File: src/rtl/i2s_dac_tx_if.sv
// Sample-pair stream into the I2S DAC transmitter.
//
// Handshake: the source drives s_left/s_right/s_valid; the sink drives
// s_ready. A pair transfers on a rising clk edge where s_valid and s_ready
// are both 1. While s_valid is 1 and s_ready is 0 the source holds
// s_left/s_right stable. s_ready does not depend on s_valid.
interface i2s_dac_tx_if #(
  parameter int WIDTH = 24
);
  logic [WIDTH-1:0] s_left;
  logic [WIDTH-1:0] s_right;
  logic             s_valid;
  logic             s_ready;

  modport master (
    output s_left,
    output s_right,
    output s_valid,
    input  s_ready
  );

  modport slave (
    input  s_left,
    input  s_right,
    input  s_valid,
    output s_ready
  );
endinterface

File: src/rtl/i2s_dac_tx.sv
// I2S DAC transmitter: serialises left/right PCM pairs onto bck/lrck/data.
// Bit clock is divided down from clk; a one-entry holding register feeds a
// per-frame load of the left/right sample registers. Mute and underrun act
// at frame granularity.
//
// Build option: define SNOS_DUAL_DATA_EN for dual-mono DAC mode, where
// i2s_dac_data carries the left sample in both slots and i2s_dac_data_r
// carries the right sample in both slots. Without it, i2s_dac_data carries
// interleaved L/R and i2s_dac_data_r stays 0.
module i2s_dac_tx #(
  parameter int WIDTH   = 24,
  parameter int SLOT    = 32,
  parameter int BCK_DIV = 4
) (
  input  logic          clk,
  input  logic          rst,
  i2s_dac_tx_if.slave   s,
  input  logic          mute,
  output logic          underrun,
  output logic          i2s_dac_bck,
  output logic          i2s_dac_lrck,
  output logic          i2s_dac_data,
  output logic          i2s_dac_data_r,
  output logic          dbg_hold_state
);

  localparam int DW = (BCK_DIV > 2) ? $clog2(BCK_DIV) : 1;
  localparam int BW = $clog2(2 * SLOT);

  typedef enum logic {
    HOLD_EMPTY = 1'b0,
    HOLD_FULL  = 1'b1
  } hold_state_t;

  hold_state_t      hold_state;
  logic [WIDTH-1:0] hold_l;
  logic [WIDTH-1:0] hold_r;
  logic [WIDTH-1:0] sh_l;
  logic [WIDTH-1:0] sh_r;
  logic [DW-1:0]    div;
  logic [BW-1:0]    b;

  logic             rise;
  logic             fall;
  logic             load_evt;
  logic             accept;
  logic [BW-1:0]    b_next;
  logic             lrck_next;
  logic             is_right;
  logic [BW-1:0]    slot_k;
  logic [WIDTH-1:0] load_l;
  logic [WIDTH-1:0] load_r;
  logic [WIDTH-1:0] cur_l;
  logic [WIDTH-1:0] cur_r;
  logic             l_bit;
  logic             r_bit;
  logic             data_next;
  logic             data_r_next;

  // Bit [WIDTH-1-k] of a sample, or 0 in the padding positions k >= WIDTH.
  function automatic logic pick_bit(input logic [WIDTH-1:0] word,
                                    input logic [BW-1:0]    k);
    logic r;
    r = 1'b0;
    for (int i = 0; i < WIDTH; i++) begin
      if (k == BW'(WIDTH - 1 - i)) r = word[i];
    end
    return r;
  endfunction

  assign rise     = (div == DW'(BCK_DIV / 2 - 1));
  assign fall     = (div == DW'(BCK_DIV - 1));
  assign load_evt = fall && (b == '0);
  assign accept   = s.s_valid && (hold_state == HOLD_EMPTY);

  assign s.s_ready      = (hold_state == HOLD_EMPTY);
  assign dbg_hold_state = hold_state;

  // Next bit position, slot side and data bits for the upcoming fall strobe.
  // The bit emitted when b becomes b+1 is position p = b of the frame; at
  // b = 0 the left MSB goes out from the freshly loaded sample.
  always_comb begin
    b_next    = (b == BW'(2 * SLOT - 1)) ? '0 : b + 1'b1;
    lrck_next = (b_next >= BW'(SLOT));
    is_right  = (b >= BW'(SLOT));
    slot_k    = is_right ? b - BW'(SLOT) : b;
    load_l    = (hold_state == HOLD_FULL && !mute) ? hold_l : '0;
    load_r    = (hold_state == HOLD_FULL && !mute) ? hold_r : '0;
    cur_l     = (b == '0) ? load_l : sh_l;
    cur_r     = (b == '0) ? load_r : sh_r;
    l_bit     = pick_bit(cur_l, slot_k);
    r_bit     = pick_bit(cur_r, slot_k);
`ifdef SNOS_DUAL_DATA_EN
    data_next   = l_bit;
    data_r_next = r_bit;
`else
    data_next   = is_right ? r_bit : l_bit;
    data_r_next = 1'b0;
`endif
  end

  // Clock divider, serial outputs, frame load and the holding-register FSM.
  always_ff @(posedge clk) begin
    if (rst) begin
      div            <= '0;
      b              <= '0;
      i2s_dac_bck    <= 1'b0;
      i2s_dac_lrck   <= 1'b0;
      i2s_dac_data   <= 1'b0;
      i2s_dac_data_r <= 1'b0;
      underrun       <= 1'b0;
      sh_l           <= '0;
      sh_r           <= '0;
      hold_l         <= '0;
      hold_r         <= '0;
      hold_state     <= HOLD_EMPTY;
    end else begin
      underrun <= 1'b0;
      div      <= fall ? '0 : div + 1'b1;

      if (rise) i2s_dac_bck <= 1'b1;

      if (fall) begin
        i2s_dac_bck    <= 1'b0;
        b              <= b_next;
        i2s_dac_lrck   <= lrck_next;
        i2s_dac_data   <= data_next;
        i2s_dac_data_r <= data_r_next;
        if (load_evt) begin
          sh_l <= load_l;
          sh_r <= load_r;
          if (hold_state == HOLD_EMPTY) underrun <= 1'b1;
        end
      end

      // A full register is drained by the load; acceptance needs it empty,
      // so a load on a full register blocks acceptance for that cycle.
      case (hold_state)
        HOLD_FULL: begin
          if (load_evt) hold_state <= HOLD_EMPTY;
        end
        default: begin
          if (accept) begin
            hold_state <= HOLD_FULL;
            hold_l     <= s.s_left;
            hold_r     <= s.s_right;
          end
        end
      endcase
    end
  end

endmodule

File: src/flat_wrapper.sv
// flat-port wrapper written by rule: the top's interface ports become plain ports
module i2s_dac_tx_flat 
#(
  parameter int WIDTH   = 24,
  parameter int SLOT    = 32,
  parameter int BCK_DIV = 4
)
  (clk, rst, mute, underrun, i2s_dac_bck, i2s_dac_lrck, i2s_dac_data, i2s_dac_data_r, dbg_hold_state, s_s_left, s_s_right, s_s_valid, s_s_ready);
  i2s_dac_tx_if #(.WIDTH(WIDTH)) s_i ();
  input  logic clk;
  input  logic rst;
  input  logic mute;
  output logic underrun;
  output logic i2s_dac_bck;
  output logic i2s_dac_lrck;
  output logic i2s_dac_data;
  output logic i2s_dac_data_r;
  output logic dbg_hold_state;
  input wire logic [$bits(s_i.s_left)-1:0] s_s_left;
  input wire logic [$bits(s_i.s_right)-1:0] s_s_right;
  input wire logic [$bits(s_i.s_valid)-1:0] s_s_valid;
  output wire logic [$bits(s_i.s_ready)-1:0] s_s_ready;
  assign s_i.s_left = s_s_left;
  assign s_i.s_right = s_s_right;
  assign s_i.s_valid = s_s_valid;
  assign s_s_ready = s_i.s_ready;
  i2s_dac_tx #(.WIDTH(WIDTH), .SLOT(SLOT), .BCK_DIV(BCK_DIV)) u_core (.clk(clk), .rst(rst), .s(s_i), .mute(mute), .underrun(underrun), .i2s_dac_bck(i2s_dac_bck), .i2s_dac_lrck(i2s_dac_lrck), .i2s_dac_data(i2s_dac_data), .i2s_dac_data_r(i2s_dac_data_r), .dbg_hold_state(dbg_hold_state));
endmodule
File: config.mk
export PLATFORM = sky130hd
export DESIGN_NAME = i2s_dac_tx_flat
export DESIGN_NICKNAME = d
export VERILOG_FILES = /design/src/rtl/i2s_dac_tx_if.sv /design/src/rtl/i2s_dac_tx.sv /design/src/flat_wrapper.sv
export SDC_FILE = /design/constraint.sdc
export NUM_CORES = 1
export LEC_CHECK = 0
export CORE_MARGIN = 2
export CORE_UTILIZATION = 35
export DETAILED_ROUTE_END_ITERATION = 7
export GPL_ROUTABILITY_DRIVEN = 0
export PLACE_DENSITY_LB_ADDON = 0.1
export SLEW_MARGIN = 20
export SYNTH_ARGS = -nofsm -noshare
export SYNTH_HDL_FRONTEND = slang
export SYNTH_SLANG_ARGS = --single-unit
export TNS_END_PERCENT = 20
File: constraint.sdc
create_clock -name clk -period 2.1 [get_ports clk]
set_clock_uncertainty 0.05 [all_clocks]
set_input_delay 0.63 -clock clk [delete_from_list [all_inputs] [get_ports clk]]
set_output_delay 0.63 -clock clk [all_outputs]
set_load 0.01 [all_outputs]
; Word-level counts from Yosys, hierarchy flattened
; Index checks and enable logic that the tools add are counted.
[classes]
addsub = 3
magnitude_cmp = 2
n_eq_ne = 26
mux = 59
bitwise_logic = 3
n_reduce_logical = 10
[op_table]
columns = cell, count
row1 = 2-to-1 mux 24 bit, 4
row2 = 2-to-1 mux 1 bit, 53
row3 = equality test 6 x 4 -> 1 bit (second input constant), 8
row4 = equality test 6 x 5 -> 1 bit (second input constant), 8
row5 = equality test 6 x 3 -> 1 bit (second input constant), 4
row6 = equality test 6 x 2 -> 1 bit (second input constant), 2
row7 = greater-or-equal comparator 6 bit (second input constant), 2
row8 = zero test 6 bit, 2
row9 = 2-to-1 mux 6 bit, 2
row10 = adder 6 x 1 -> 6 bit (second input constant), 1
row11 = equality test 6 x 1 -> 1 bit (second input constant), 1
row12 = equality test 6 bit (second input constant), 1
row13 = subtractor 6 bit (second input constant), 1
row14 = AND reduction 2 bit, 2
row15 = logical AND 1 bit, 3
row16 = NOT 1 bit, 3
row17 = OR reduction 3 bit, 1
row18 = adder 2 x 1 -> 2 bit (second input constant), 1
row19 = equality test 2 x 1 -> 1 bit (second input constant), 1
row20 = equality test 2 bit (second input constant), 1
row21 = OR reduction 2 bit, 1
row22 = zero test 1 bit, 1
[word_totals]
register_bits = 109
out_inout_bits = 7

; Longest topological paths before layout
; Gate-level depths: netlist of run 1.
[depth]
ltp_word = 29
ltp_mapped = 10
depth_no_buf = 8

; Worst setup path after synthesis of run 1
; OpenSTA, ideal clock, no wires.
[synth_path]
path_kind = register to register
start = register u_core.b[0]
end = register u_core.i2s_dac_data
setup_time_ps = 131
t_arrival_ps = 1784
required_time_ps = 1919
setup_slack_ps = 135
path_stages_with_launch = 10
path_buffers = 1
synth_period_minus_slack_ps = 1965
cell_sequence = dfxtp_1 inv_1 ha_1 buf_6 o21bai_1 a21oi_1 a2111oi_1 a21oi_1 o211ai_1 a211oi_1
[synth_between]
elab_chain_len = 28
[synth_rtl]
columns = item, line_no
row1 = from (decl), i2s_dac_tx.sv:41  ; logic [BW-1:0] b;
row2 = from (signal assigned), i2s_dac_tx.sv:125  ; b <= b_next;
row3 = subtractor 6 bit or greater-or-equal comparator 6 bit (tied branches), "i2s_dac_tx.sv:86, i2s_dac_tx.sv:85"
row4 = 2-to-1 mux 6 bit, i2s_dac_tx.sv:86  ; slot_k = is_right ? b - BW'(SLOT) : b;
row5 = equality test 6 x 5 -> 1 bit, i2s_dac_tx.sv:66  ; if (k == BW'(WIDTH - 1 - i)) r = word[i];
row6 = 2-to-1 mux 1 bit (24 in a row), i2s_dac_tx.sv:66
row7 = 2-to-1 mux 1 bit *, i2s_dac_tx.sv:97  ; data_next = is_right ? r_bit : l_bit;
row8 = to (signal assigned), i2s_dac_tx.sv:127  ; i2s_dac_data <= data_next;
row9 = to (decl), i2s_dac_tx.sv:22  ; output logic i2s_dac_data,
; Mark *: on every way between the ends. The rest lies on a longest branch, timed or not.
; A chain may end at the register's enable or synchronous reset.

; Worst setup path after layout of run 1
[layout_path]
start = register u_core.hold_state (netlist: u_core.dbg_hold_state)
end = output s_s_ready
[layout_between]
elab_chain_len = 1
[layout_rtl]
columns = item, line_no
row1 = from (decl), i2s_dac_tx.sv:35  ; hold_state_t hold_state;
row2 = from (signal assigned), i2s_dac_tx.sv:116  ; hold_state <= HOLD_EMPTY;
row3 = from (signal assigned), i2s_dac_tx.sv:140  ; if (load_evt) hold_state <= HOLD_EMPTY;
row4 = from (signal assigned), i2s_dac_tx.sv:144  ; hold_state <= HOLD_FULL;
row5 = NOT 1 bit, i2s_dac_tx.sv:76  ; assign s.s_ready = (hold_state == HOLD_EMPTY);
row6 = to (decl), flat_wrapper.sv:22  ; output wire logic [$bits(s_i.s_ready)-1:0] s_s_ready;
; Every way passes these cells.

==> impl_metrics.py, run 1 <==
metrics = {
    "setup_path": {
        "start_kind": "register",
        "timing.rr.end": "u_core.i2s_dac_data",
        "critPathCaptureType": "primary output",
        "r2r_cells": 9,
        "critPathMaxFanout": 4,
        "worstPathRequired_ns": 1.42,
        "r2r_start": "u_core.b[0]",
        "critPathKind": "register to primary output",
        "worstPathArrival_ns": 1.36,
        "rrSetupSlack_ns": 0.14,
    },
    "drt": {
        "vias": 4410,
        "dr_wl_met3_um": 504,
        "wl_met2_um": 5550,
        "remaining_drc_errors": 0,
        "top_layer": "met4",
        "wl_met1_um": 6270,
        "drt_iter0_markers": 230,
        "dr.pass1.iters": 4,
        "viasPerCell": 5.10,
        "ant_nets": 0,
        "routedWlPerCell_um": 14.7,
        "wirelength_um": 12700,
    },
    "sta": {
        "setup_viol": 0,
        "maxSlewViolCount": 0,
        "finalCriticalPeriod_ns": 2.04,
        "slew_headroom": 0.587,
        "worst_pin_slew_ns": 0.619,
        "fin_ws_ns": 0.0610,
        "fin_crit_sh": 0.971,
        "max_freq_mhz": 490,
        "hold_viol": 0,
    },
    "grt": {
        "grt_overflow": 0,
        "first_global_vias": 4106,
        "grt_usage": 0.180,
        "grt_max_degree": 57,
        "grt_pass1_wl_um": 20900,
        "antenna_found_initial": 0,
    },
    "min_path": {
        "hold_depth": 2,
        "hp-class": "register to register",
        "min-delay-start": "u_core.sh_l[18]",
        "hold_path_end": "u_core.sh_l[18]",
    },
    "floorplanning": {
        "coreArea_um2": 13300,
        "dieArea_um2": 14700,
        "rows": 42,
        "start_util": 0.361,
        "pin_count": 59,
        "dieWidth_um": 121,
        "die_y_um": 121,
    },
    "cts": {
        "post_cts_buffers": 0,
        "numCtsBuffers": 9,
        "clock_sinks": 108,
        "holdBufCountCts": 0,
        "cts_max_path_buffers": 2,
        "clk-insertion-delay-late_ns": 0.36,
        "root_buffer": "clkbuf_16",
        "cts_tree": "yes",
        "cts_max_level": 3,
        "path_clk_slew_ns": 0.07,
    },
    "place": {
        "postPlaceCellArea_um2": 5730,
        "portBuffers": 57,
        "dpl.hpwl_um": 9140,
        "place_ws_ns": 0.0320,
    },
    "synthesis": {
        "synthAdderAreaFrac": 0.0156,
        "synth_edf_count": 0,
        "synth_top_family_by_area": "simple AND/OR/NAND/NOR gates",
        "synth_nets": 683,
        "synth_cells": 625,
        "async_reset_ff_frac": 0,
        "yosys_warnings": 0,
        "syn_area_um2": 4800,
        "synth_seq_cells": 108,
        "muxShareOfSynthArea": 0.00443,
        "avgSynthCellArea_um2": 7.68,
        "synthSimpleGateAreaFrac": 0.266,
        "yosys_most_used_dff": "dfxtp_1",
        "synth_cell_types": 53,
        "synthXorXnorAreaFrac": 0.00365,
        "synth_seq_area_share": 0.450,
        "synth_compound_area_frac": 0.194,
    },
    "finish": {
        "fin_area_um2": 6110,
        "mostFrequentLayoutCells": "166 x nand2_1, 116 x a21oi_1, 104 x dfxtp_1",
        "syn2layout_area_growth_pct": 27.3,
        "final_common_cell": "nand2_1",
        "fin_nets": 741,
        "final_layout_size_suffix_gt1_frac": 0.131,
        "diodes": 0,
    },
    "job": {
        "drv_cap": 0,
    },
    "power_and_ir_drop": {
        "irDropWorstVdd_uv": 357,
        "power.share.clock": 0.372,
        "combinationalPowerShare": 0.124,
        "internal_power_mw": 3.22,
        "power_leakage_nw": 2.10,
        "swShare": 0.253,
        "p_switching_mw": 1.09,
        "power_frac_seq": 0.504,
        "powerDensity_nw_per_um2": 705,
    },
    "outcome": {
        "status": "complete, no violations",
    },
}
==> cell families (layout without fill, tap and decap cells) <==
group | count (synthesis) | in the layout
AOI/OAI and AO/OA | 161 | 161
and+or+nand+nor | 282 | 282
xor gates and xnor gates | 2 | 2
muxes | 2 | 2
buffers and inverters | 63 | 126
other | 1 | 1
adders and majority gates | 6 | 6
DFF | 108 | 108
==> registers in the layout, indices dropped and copies added (netlist names) <==
register               cells
u_core.underrun            1
u_core.sh_l               23
u_core.i2s_dac_lrck        1
u_core.i2s_dac_bck         1
u_core.dbg_hold_state      1
u_core.b                   6
u_core.i2s_dac_data        1
u_core.sh_r               24
u_core.hold_r             24
u_core.hold_l             24
u_core.div                 2
==> worst max-delay path by stage <==
stage	to	startpoint	depth (start not counted)
4_1_cts	u_core.i2s_dac_data	u_core.b[0]	9
5_1_grt	u_core.i2s_dac_data	u_core.b[0]	9
3_5_place_dp	u_core.i2s_dac_data	u_core.b[0]	8
6_report	s_s_ready	u_core.dbg_hold_state	2
2_1_floorplan	u_core.i2s_dac_data	u_core.b[0]	9
3_3_place_gp	u_core.i2s_dac_data	u_core.b[0]	9
==> per-stage QoR <==
step | instances | util | hold WS (ns) | setup TNS, ns | power, mW
floorplan | 625 | - | 0.377 | 0 | 2.49
global placement | 848 | 0.431 | 0.395 | 0 | 2.74
detailed placement | 848 | 0.431 | 0.398 | 0 | 2.74
CTS | 864 | 0.451 | 0.409 | 0 | 4.35
global route | 864 | 0.460 | 0.422 | -0.000487 | 4.51
finish | 864 | 0.460 | 0.405 | 0 | 4.31
==> timing repair <==
| item | CTS | global route |
|---|---|---|
| hold endpoints to repair | 0 | 0 |
| pin swaps | 0 | 5 |
| cloned | 0 | 0 |
| gates resized for setup | 1 | 24 |
| setup endpoints to repair | 2 | 50 |
==> cell usage after synthesis (3+ instances only) <==
cell | instances | area [um^2]
or3_1 | 3 | 18.8
o21ai_0 | 6 | 30.0
a21oi_1 | 116 | 581
nand4_1 | 4 | 25.0
nand3b_1 | 4 | 30.0
o21a_1 | 5 | 37.5
nor2b_1 | 8 | 50.1
and3_1 | 4 | 25.0
a221oi_1 | 3 | 26.3
nor3_1 | 7 | 35.0
ha_1 | 6 | 75.1
a211oi_1 | 5 | 37.5
buf_4 | 7 | 52.6
nor3b_1 | 3 | 22.5
buf_1 | 6 | 22.5
o221ai_1 | 7 | 61.3
nand2b_1 | 6 | 37.5
nand3_1 | 52 | 260
inv_1 | 6 | 22.5
dfxtp_1 | 108 | 2160
buf_2 | 17 | 85.1
clkbuf_1 | 22 | 82.6
nand2_1 | 166 | 623
nor2_1 | 15 | 56.3
buf_6 | 4 | 45.0
==> power groups by stage <==
stage / clock network (mW) / logic [mW] / registers (mW)
4_1_cts: 1.65 / 0.527 / 2.17
5_1_grt: 1.74 / 0.592 / 2.18
3_5_place_dp: 0 / 0.525 / 2.22
3_3_place_gp: 0 / 0.519 / 2.22
6_report: 1.60 / 0.533 / 2.17
2_1_floorplan: 0 / 0.287 / 2.20
==> area by class of cell <==
class                   instances  area, um^2
inverters                       7        26.3
clock inverters                 3        21.3
well taps                     176         220
repair buffers                103         976
clock buffers                  13         250
multi-input cells             454        2450
flip-flops and latches        108        2170
fillers                      1377        7180
==> per-layer routing <==
layer,vias to the layer above,GRT usage
met2,93,0.269
li1,2262,-
met1,2030,0.250
met3,25,0.0352
met5,-,0
met4,0,0.0869
==> worst max-delay path: stages (launching register included) <==
cell	delay, ns
dfxtp_2	0.37
inv_1	0.09
clkdlybuf4s50_1	0.54
No activity file was read; power rests on OpenSTA's default activity.
==> run 2: changes to the inputs <==
--- a/config.mk
+++ b/config.mk
@@ -5,6 +5,7 @@
 export SDC_FILE = /design/constraint.sdc
 export NUM_CORES = 1
 export LEC_CHECK = 0
+export CAP_MARGIN = 15
 export CORE_MARGIN = 2
 export CORE_UTILIZATION = 35
 export DETAILED_ROUTE_END_ITERATION = 7
==> constraint.sdc (replaced) <==
create_clock -name clk -period 2.2 [get_ports clk]
set_clock_uncertainty 0.05 [all_clocks]
set_input_delay 0.66 -clock clk [delete_from_list [all_inputs] [get_ports clk]]
set_output_delay 0.66 -clock clk [all_outputs]
set_load 0.01 [all_outputs]
==> run 2 against run 1 <==
Critical path depth increased by 7. Combinational power decreased by 5.8%. Cell area decreased by 1.5%. Sequential share of layout area increased by 0.52 points. Sequential power decreased by 5%. First-iteration DRC count increased by 8.3%. Largest cell class unchanged.
==> impl_metrics.py, run 2 (synthesized netlist as in run 1, its figures left out) <==
metrics = {
    "finish": {
        "multi_input_area_um2": 2420,
        "fin_area_um2": 6020,
        "final_common_cell": "nand2_1",
        "syn2layout_area_growth_pct": 25.4,
        "fin_nets": 730,
        "final_layout_size_suffix_gt1_frac": 0.114,
        "reg.largest.list": "u_core.hold_l: 24 flops, u_core.hold_r: 24 flops, u_core.sh_r: 24 flops",
        "diodes": 0,
        "fin_cells": 852,
        "finalCoreUtilization": 0.453,
        "mostFrequentLayoutCells": "166 x nand2_1, 115 x a21oi_1, 102 x dfxtp_1",
        "ff_latch_area_um2": 2170,
        "fillCellCount": 1387,
    },
    "grt": {
        "grt_max_degree": 56,
        "grt_pass1_wl_um": 21400,
        "antenna_found_initial": 0,
        "grt_usage": 0.181,
        "first_global_vias": 4390,
        "grt_overflow": 0,
    },
    "floorplanning": {
        "die_y_um": 121,
        "coreArea_um2": 13300,
        "start_util": 0.361,
        "pin_count": 59,
        "dieWidth_um": 121,
        "rows": 42,
        "dieArea_um2": 14700,
    },
    "cts": {
        "cts_tree": "yes",
        "post_cts_buffers": 0,
        "clk-insertion-delay-late_ns": 0.35,
        "numCtsBuffers": 9,
        "clock_sinks": 108,
        "cts_max_path_buffers": 2,
        "root_buffer": "clkbuf_16",
        "cts_max_level": 3,
        "path_clk_slew_ns": 0.07,
    },
    "sta": {
        "whs_ns": 0.402,
        "setup_viol": 0,
        "hold_viol": 0,
        "maxSlewViolCount": 0,
        "slew_headroom": 0.623,
        "fin_ws_ns": 0.0526,
        "setup_tns_ns": 0,
        "finalCriticalPeriod_ns": 2.15,
        "fin_crit_sh": 0.976,
        "worst_pin_slew_ns": 0.566,
        "max_freq_mhz": 466,
    },
    "setup_path": {
        "path_buf_inv": 2,
        "crit_family": "compound AO/OA/AOI/OAI gates",
        "slowest_stage": "dfxtp_2",
        "critPathCaptureType": "register",
        "critPathMaxFanout": 16,
        "cpPeakStageDelay_ns": 0.40,
        "cp_common_cell": "a211oi_1",
        "critPathKind": "register to register",
        "worstPathArrival_ns": 2.32,
        "start_kind": "register",
        "cp_cell_sequence": "inv_1, ha_2, buf_12, a211oi_1, a2111oi_1, nor3_1, o221ai_2, a311oi_2, a211oi_1",
        "worstPathRequired_ns": 2.37,
    },
    "power_and_ir_drop": {
        "swShare": 0.243,
        "p_total_mw": 4.15,
        "power_leakage_nw": 2.05,
        "combinationalPowerShare": 0.121,
        "powerDensity_nw_per_um2": 688,
        "p_switching_mw": 1.01,
        "power_frac_seq": 0.500,
        "irDropWorstVdd_uv": 494,
        "internal_power_mw": 3.14,
        "power.share.clock": 0.379,
    },
    "drt": {
        "routedWlPerCell_um": 14.8,
        "ant_nets": 0,
        "wirelength_um": 12600,
        "drt_iter0_markers": 249,
        "dr.pass1.iters": 4,
        "viasPerCell": 5.20,
        "vias": 4431,
        "remaining_drc_errors": 0,
    },
    "job": {
        "drv_cap": 0,
    },
    "place": {
        "place_ws_ns": -0.151,
        "dpl.hpwl_um": 9020,
        "postPlaceCellArea_um2": 5660,
        "portBuffers": 57,
        "placedCellCount": 837,
    },
    "min_path": {
        "hp-class": "register to register",
    },
    "outcome": {
        "status": "complete, no violations",
    },
}
run 2: power by group through the flow:
stage	combinational, mW	clock (mW)	sequential (mW)
final	0.502	1.57	2.07
after global routing	0.560	1.71	2.08
after CTS	0.499	1.62	2.07
after detailed placement	0.495	0	2.12
after global placement	0.488	0	2.12
after floorplan	0.274	0	2.10
run 2: what timing repair did:
item	in CTS	in global routing
endpoints found under the hold margin	0	0
setup endpoints to repair	2	1
hold buffers	0	0
pin swaps	0	4
resized for setup	5	15
run 2: per-layer routing:
metal,wire length (um),global-route usage,vias to the layer above,share of wire
met3,605,0.0465,21,0.048
met2,5690,0.283,97,0.45
met5,0,0,-,0
met4,291,0.0661,0,0.023
li1,-,-,2241,-
met1,6030,0.241,2072,0.48
run 2: worst paths after layout:
kind | startpoint | to | slack, ns | cells after the start
min reg2reg | u_core.i2s_dac_lrck | u_core.i2s_dac_lrck | 0.40 | 1
max | u_core.b[1] | u_core.i2s_dac_data | 0.05 | 9
min | u_core.i2s_dac_lrck | u_core.i2s_dac_lrck | 0.40 | 1
max reg2reg | u_core.b[1] | u_core.i2s_dac_data | 0.05 | 9
run 2: area by class of cell:
cell class,count,share of cell area
inverter,7,0.00436
timing repair buffer,92,0.150
multi-input combinational,454,0.401
sequential,108,0.360
clock buffer,11,0.0386
clock inverter,4,0.00852
tap,176,0.0366
